### src/rtl/mdio_responder.sv
// mdio_responder: Clause 22 MDIO management slave with a small PHY register file, clocked from sys_clk.
module mdio_responder #(
  parameter logic [4:0]  PHY_ADDR = 5'd1,
  parameter logic [15:0] PHY_ID1  = 16'h2000,
  parameter logic [15:0] PHY_ID2  = 16'h5C90
) (
  input  logic        sys_clk,
  input  logic        rst_n,
  input  logic        mdc,
  input  logic        mdio_i,
  output logic        mdio_o,
  output logic        mdio_t,
  input  logic        link_up,
  output logic        wr_strobe,
  output logic [4:0]  wr_addr,
  output logic [15:0] wr_data,
  output logic        frame_err
);
  typedef enum logic [2:0] {IDLE, ST, OP, PHYAD, REGAD, TA, DATA} state_t;
  state_t      state;
  logic [2:0]  mdc_s;
  logic [1:0]  mdio_s;
  logic [5:0]  cnt;
  logic [15:0] sh, r0, r4, r31, rd_val, wd;
  logic [4:0]  ra, sel;
  logic        rd, rise, d, wr_ok;
  assign rise  = mdc_s[1] & ~mdc_s[2];
  assign d     = mdio_s[1];
  assign sel   = {sh[3:0], d};
  assign wd    = {sh[14:0], d};
  assign wr_ok = ra == 5'd0 || ra == 5'd4 || ra == 5'd31;
  // sel is the register address as it completes on the last REGAD bit
  always_comb
    rd_val = sel == 5'd0  ? r0 :
             sel == 5'd1  ? (16'h7809 | {13'd0, link_up, 2'd0}) :
             sel == 5'd2  ? PHY_ID1 :
             sel == 5'd3  ? PHY_ID2 :
             sel == 5'd4  ? r4 :
             sel == 5'd31 ? r31 : 16'h0000;
  always_ff @(posedge sys_clk)
    if (!rst_n) begin
      state     <= IDLE;
      mdc_s     <= '0;
      mdio_s    <= '0;
      cnt       <= '0;
      sh        <= '0;
      ra        <= '0;
      rd        <= 1'b0;
      mdio_o    <= 1'b0;
      mdio_t    <= 1'b1;
      wr_strobe <= 1'b0;
      wr_addr   <= '0;
      wr_data   <= '0;
      frame_err <= 1'b0;
      r0        <= 16'h1140;
      r4        <= 16'h01E1;
      r31       <= 16'h0000;
    end else begin
      mdc_s     <= {mdc_s[1:0], mdc};
      mdio_s    <= {mdio_s[0], mdio_i};
      wr_strobe <= 1'b0;
      frame_err <= 1'b0;
      if (rise) begin
        cnt <= cnt + 6'd1;
        case (state)
          IDLE: begin
            cnt <= d ? (cnt == 6'd32 ? cnt : cnt + 6'd1) : 6'd0;
            if (!d && cnt == 6'd32) state <= ST;
          end
          ST: begin
            cnt       <= 6'd0;
            state     <= d ? OP : IDLE;
            frame_err <= !d;
          end
          OP: begin
            sh <= wd;
            if (cnt[0]) begin
              cnt       <= 6'd0;
              rd        <= sh[0];
              state     <= (sh[0] ^ d) ? PHYAD : IDLE;
              frame_err <= !(sh[0] ^ d);
            end
          end
          PHYAD: begin
            sh <= wd;
            if (cnt == 6'd4) begin
              cnt   <= 6'd0;
              state <= sel == PHY_ADDR ? REGAD : IDLE;
            end
          end
          REGAD: begin
            sh <= wd;
            if (cnt == 6'd4) begin
              cnt   <= 6'd0;
              ra    <= sel;
              state <= TA;
              if (rd) sh <= rd_val;
            end
          end
          TA: begin
            if (cnt[0]) begin
              cnt   <= 6'd0;
              state <= DATA;
            end
            if (rd) begin
              mdio_t <= 1'b0;
              mdio_o <= cnt[0] & sh[15];
              if (cnt[0]) sh <= {sh[14:0], 1'b0};
            end
          end
          DATA: begin
            sh     <= rd ? {sh[14:0], 1'b0} : wd;
            mdio_o <= rd && cnt != 6'd15 && sh[15];
            if (cnt == 6'd15) begin
              cnt    <= 6'd0;
              state  <= IDLE;
              mdio_t <= 1'b1;
              if (!rd) begin
                wr_strobe <= wr_ok;
                if (wr_ok) begin
                  wr_addr <= ra;
                  wr_data <= wd;
                end
                if (ra == 5'd0 && wd[15]) begin
                  r0  <= 16'h1140;
                  r4  <= 16'h01E1;
                  r31 <= 16'h0000;
                end else begin
                  if (ra == 5'd0) r0 <= wd;
                  if (ra == 5'd4) r4 <= wd;
                  if (ra == 5'd31) r31 <= wd;
                end
              end
            end
          end
          default: state <= IDLE;
        endcase
      end
    end
endmodule

### config.mk
export PLATFORM = sky130hd
export DESIGN_NAME = mdio_responder
export DESIGN_NICKNAME = d
export VERILOG_FILES = /design/src/rtl/mdio_responder.sv
export SDC_FILE = /design/constraint.sdc
export NUM_CORES = 1
export LEC_CHECK = 0
export CAP_MARGIN = 20
export CORE_ASPECT_RATIO = 0.75
export CORE_MARGIN = 4
export CORE_UTILIZATION = 45
export DETAILED_ROUTE_END_ITERATION = 10
export PLACE_DENSITY = 0.73
export SLEW_MARGIN = 10
export SYNTH_ARGS = -nofsm -noshare
export SYNTH_HDL_FRONTEND = slang
export SYNTH_SLANG_ARGS = --single-unit
export TNS_END_PERCENT = 10
### constraint.sdc
create_clock -name sys_clk -period 2.6 [get_ports sys_clk]
set_input_delay 0.78 -clock sys_clk [delete_from_list [all_inputs] [get_ports sys_clk]]
set_output_delay 0.78 -clock sys_clk [all_outputs]
set_load 0.1 [all_outputs]
======== After elaboration in Yosys (flattened, before gate mapping) ========
Cells that the tools add are included.
operators by class
  $add $sub $neg .......................... 1
  reductions and logical operators ........ 32
  bitwise gates (word level) .............. 9
  muxes and demuxes ....................... 41
  eq/ne operators ......................... 25
operator list
  kind                                                                     number
  16-bit 2-to-1 mux                                                        16
  16-bit one-hot mux with 4 select lines                                   1
  6-bit 2-to-1 mux                                                         5
  6-bit one-hot mux with 5 select lines                                    1
  3-bit 2-to-1 mux                                                         7
  3-bit one-hot mux with 7 select lines                                    1
  5-bit AND reduction                                                      4
  2-bit inequality test, second input constant                             7
  5-bit by 2-bit equality test with 1-bit output, second input constant    2
  5-bit by 3-bit equality test with 1-bit output, second input constant    2
  5-bit equality test, second input constant                               2
  5-bit zero test                                                          2
  3-bit equality test, second input constant                               3
  3-bit AND reduction                                                      3
  4-bit AND reduction                                                      2
  2-bit nonzero test                                                       4
  7-bit AND reduction                                                      1
  6-bit by 1-bit adder with 6-bit output, second input constant            1
  3-bit by 2-bit equality test with 1-bit output, second input constant    2
  6-bit by 3-bit equality test with 1-bit output, second input constant    1
  6-bit by 4-bit equality test with 1-bit output, second input constant    1
  6-bit equality test, second input constant                               1
  6-bit by 4-bit inequality test with 1-bit output, second input constant  1
  1-bit NOT                                                                6
  other kinds (16)                                                         32
storage, ports and cells
  word-level logic and storage cells ...... 124
  bits in registers ....................... 109
  input bits .............................. 5
  output and inout port bits .............. 25

======== Longest topological paths before layout ========
  word-level depth ........................ 10
  depth in mapped cells ................... 9
  mapped depth without buffers ............ 7

======== Least setup slack after synthesis ========
OpenSTA, ideal clock, no wires.
  path kind ............................... register to register
  start point ............................. reg mdio_s[1]
  end point ............................... reg sh[14]
  period minus slack after synthesis ...... 2.143 ns
  required time ........................... 2.466 ns
  path buffers ............................ 2
  stages on the path, launching flop included .. 9
  path slack .............................. 0.457 ns
  arrival ................................. 2.009 ns
  library setup time ...................... 0.134 ns
  path through ............................ dfxtp_1 > clkbuf_2 > inv_1 > ha_1 > or4b_2 > clkbuf_1 > or3_1 > o21ai_0 > a211oi_1
between the ends
  cells in the longest elaborated chain, start to end .. 10
  elaborated cells between the ends (all ways) .. 15
  classes of those cells .................. eq/ne (5); mux (9); reduce/logical (1)
ends and longest elaborated chain
  item                                        RTL line  text
  from (decl)                                 22        logic [1:0] mdio_s;
  from (signal assigned)                      60        mdio_s <= {mdio_s[0], mdio_i};
  5-bit equality test                         39        sel == 5'd31 ? r31 : 16'h0000;
  16-bit 2-to-1 mux                           39
  16-bit 2-to-1 mux                           38        sel == 5'd4 ? r4 :
  16-bit 2-to-1 mux                           37        sel == 5'd3 ? PHY_ID2 :
  16-bit 2-to-1 mux                           36        sel == 5'd2 ? PHY_ID1 :
  16-bit 2-to-1 mux                           35        sel == 5'd1 ? (16'h7809 | {13'd0, link_up, 2'd0}) :
  16-bit 2-to-1 mux (*)                       34        rd_val = sel == 5'd0 ? r0 :
  16-bit 2-to-1 mux (*)                       97        if (rd) sh <= rd_val;
  16-bit 2-to-1 mux (*)                       93        if (cnt == 6'd4) begin
  16-bit one-hot mux with 4 select lines (*)  65        case (state)
  to (signal assigned)                        76        sh <= wd;
  to (signal assigned)                        92        sh <= wd;
  to (signal assigned)                        97
  to (decl)                                   24        logic [15:0] sh, r0, r4, r31, rd_val, wd;
Every way passes the cells marked *; elsewhere a longest branch is shown, timed or not.
A chain may end at the register's enable or synchronous reset.

======== Final worst setup path ========
  start point ............................. reg state[1]
  end point ............................... reg state[0]
between the ends
  cells in the longest elaborated chain, start to end .. 3
  elaborated cells between the ends (all ways) .. 15
  classes of those cells .................. eq/ne (12); mux (1); reduce/logical (2)
ends and longest elaborated chain
  item                                                                    RTL line  text
  from (decl)                                                             20        state_t state;
  from (signal assigned)                                                  72        state <= d ? OP : IDLE;
  from (signal assigned)                                                  80        state <= (sh[0] ^ d) ? PHYAD : IDLE;
  from (signal assigned)                                                  88        state <= sel == PHY_ADDR ? REGAD : IDLE;
  3-bit by 2-bit equality test with 1-bit output (tied with other cells)  65
  2-bit inequality test (no line)                                         n/a
  7-bit AND reduction (no line)                                           n/a
Several ways; a longest one is shown, not always the timed one.

==> flow_summary.ini <==
[synthesis]
synthTopCellsByCount = dfxtp_1 (109), nand2_1 (74), nor2_1 (63)
synth_top_area_share_pct = 41.9
ys_async_sr_fraction_pct = 0
yosys-top-cells-area = dfxtp_1 (42%), mux2i_1 (9.6%), nand2_1 (5.3%), nor2_1 (4.5%), a21oi_1 (3.8%)
yosysMostFrequentCell = dfxtp_1
synth_area_um2 = 5210
synth_flop_cell = dfxtp_1
yosysTopAreaCell = dfxtp_1
synth_warnings = 0
syn_inst = 600
yosys_register_bits = 109
avgSynthCellArea_um2 = 8.68
ys_types = 65
synth_nets = 612
synth-seq-area-share_pct = 41.9
synth_edf_count = 0

[clocking]
ctsHoldBuffers = 0
cts_tree = yes
clk_pin_slew_ns = 0.07
cts-root-buf = clkbuf_16
postCtsSetupRepairBufs = 0
cts_resized = 0
insertion_delay_ns = 0.35
cts_buffers = 9
cts_htree_levels = 3
cts.path.max_buffers = 2
cts_num_sinks = 109

[sta]
slew_violations = 0
finalHoldViolCount = 0
worst_pin_slew_ns = 0.904
relSlewSlack_pct = 38.9
rsz0062_at_grt = false
holdWs_ns = 0.441
clock_skew_ns = 0.00699
period_minus_slack_ns = 2.22
period_share_pct = 85.3
fmax_ghz = 0.451
setup_violations = 0
tns_ns = 0

[placed_design]
dpl.cell_count = 751
placed_area_um2 = 5630
place_congestion = 0.995
port_buffers = 29
dp_hpwl_um = 9320

[worst_setup_path]
path_class = register to register
cp.required_ns = 2.81
startpoint_type = register
r2r-start = state[1]
crit_path_start = state[1]
endpoint_kind = register
path_max_fanout = 10
crit_arrival_ns = 2.43

[floorplan]
core.rowCount = 33
fp.dieH_um = 101
num_io_pins = 30
die_w_um = 132
initial_utilization_pct = 46.9
core_area_um2 = 11100
dieArea_um2 = 13400

[route]
wl_per_cell_um = 18.1
drcViolationCount = 0
wirelength_um = 13900
vias = 4591
dr.pass1.iters = 5
via_per_inst = 5.99
drt-initial-drc-count = 507
ant_nets = 0

[pwr]
vdd_drop_max_v = 0.000341
p_leak_nw = 2.29
p_total_mw = 3.23
powerDensity_nw_per_um2 = 544

[final_layout]
drive_gt1_share_pct = 14.2
fillerInstances = 1012
n_antenna_cell = 0
multi_input_area_um2 = 2780
syn2layout_area_growth_pct = 14.2
design_area_um2 = 5950
layout.cells.non_filler = 767
regArea_um2 = 2180
fin_nets = 634

[status]
status = finished clean

[grt]
grt_max_degree = 39
grt_pass1_wl_um = 22100
grt_pass1_vias = 4254
antenna_found_initial = 0
grt_overflow = 0
grt_usage_pct = 20.7

[run]
cap_violations = 0

[hold_path]
worstHoldStart = mdc_s[0]
min_path_type = register to register
stage by stage:
stage          worst slack, ns  utilization, %
2_1_floorplan            0.457               -
3_3_place_gp             0.456            50.7
3_5_place_dp             0.394            50.7
4_1_cts                  0.429            53.5
5_1_grt                  0.199            53.5
6_report                 0.383            53.5
sequential cells by signal, indices dropped and copies added (netlist names), 2 cells and up:
register  flops
r4           16
wr_addr       5
mdio_s        2
state         3
mdc_s         3
cnt           6
r0           16
r31          16
sh           16
ra            5
wr_data      16
cells in the final DEF (no fill, tap or decap), types with 8 or more instances in the layout:
| master | Yosys | final |
|---|---|---|
| a21oi_1 | 40 | 40 |
| clkbuf_16 | 0 | 9 |
| nand3_1 | 10 | 10 |
| buf_4 | 2 | 50 |
| and3_1 | 9 | 9 |
| nand2b_1 | 13 | 13 |
| nor3_1 | 11 | 11 |
| nand2_1 | 74 | 74 |
| a221oi_1 | 8 | 8 |
| nor2_1 | 63 | 63 |
| and2_1 | 18 | 18 |
| a31oi_1 | 8 | 8 |
| o21ai_0 | 28 | 28 |
| dfxtp_1 | 109 | 109 |
| mux2i_1 | 50 | 50 |
power breakdown:
group | switching [mW] | internal, mW
Clock | 0.620 | 0.848
Sequential | 0.00399 | 1.67
Combinational | 0.0580 | 0.0312
worst max-delay path, stage by stage, from the launching register on:
cell      delay [ns]
dfxtp_1         0.47
buf_4           0.22
nor2b_1         0.11
a21oi_1         0.42
o21ai_0         0.31
o311ai_0        0.42
o41ai_1         0.14
per-layer routing:
| metal | track usage (%) | share of wire [%] | vias up |
|---|---|---|---|
| met3 | 4.57 | 9.7 | 20 |
| met1 | 30.2 | 47 | 2160 |
| li1 | - | - | 2177 |
| met5 | 0 | 0 | - |
| met2 | 31.2 | 42 | 234 |
| met4 | 5.59 | 1.2 | 0 |
path summary, 6_finish.rpt:
check                  end  slack (ns)  depth (start not counted)
setup / recovery  state[0]        0.38                          6
hold / removal    mdc_s[1]        0.44                          1
setup reg to reg  state[0]        0.38                          6
hold reg to reg   mdc_s[1]        0.44                          1
layout make-up:
type                       instances  area share [%]
inverter                           8           0.505
tap                              140            2.95
sequential                       109            36.7
clock buffer                       9            3.79
timing repair buffer              56            7.66
multi-input combinational        438            46.8
clock inverter                     7            1.60
cells by family (layout without fill, tap and decap cells):
| group | count (synthesis) | count (layout) | synth area share, % |
|---|---|---|---|
| buf+inv | 53 | 80 | 4.64 |
| flops | 109 | 109 | 41.9 |
| simple gates | 237 | 237 | 22.9 |
| xor+xnor | 1 | 1 | 0.168 |
| mux | 56 | 56 | 10.9 |
| fa+ha+maj | 7 | 7 | 1.68 |
| compound gates | 137 | 137 | 17.8 |
No activity file was read; power rests on OpenSTA's default activity.
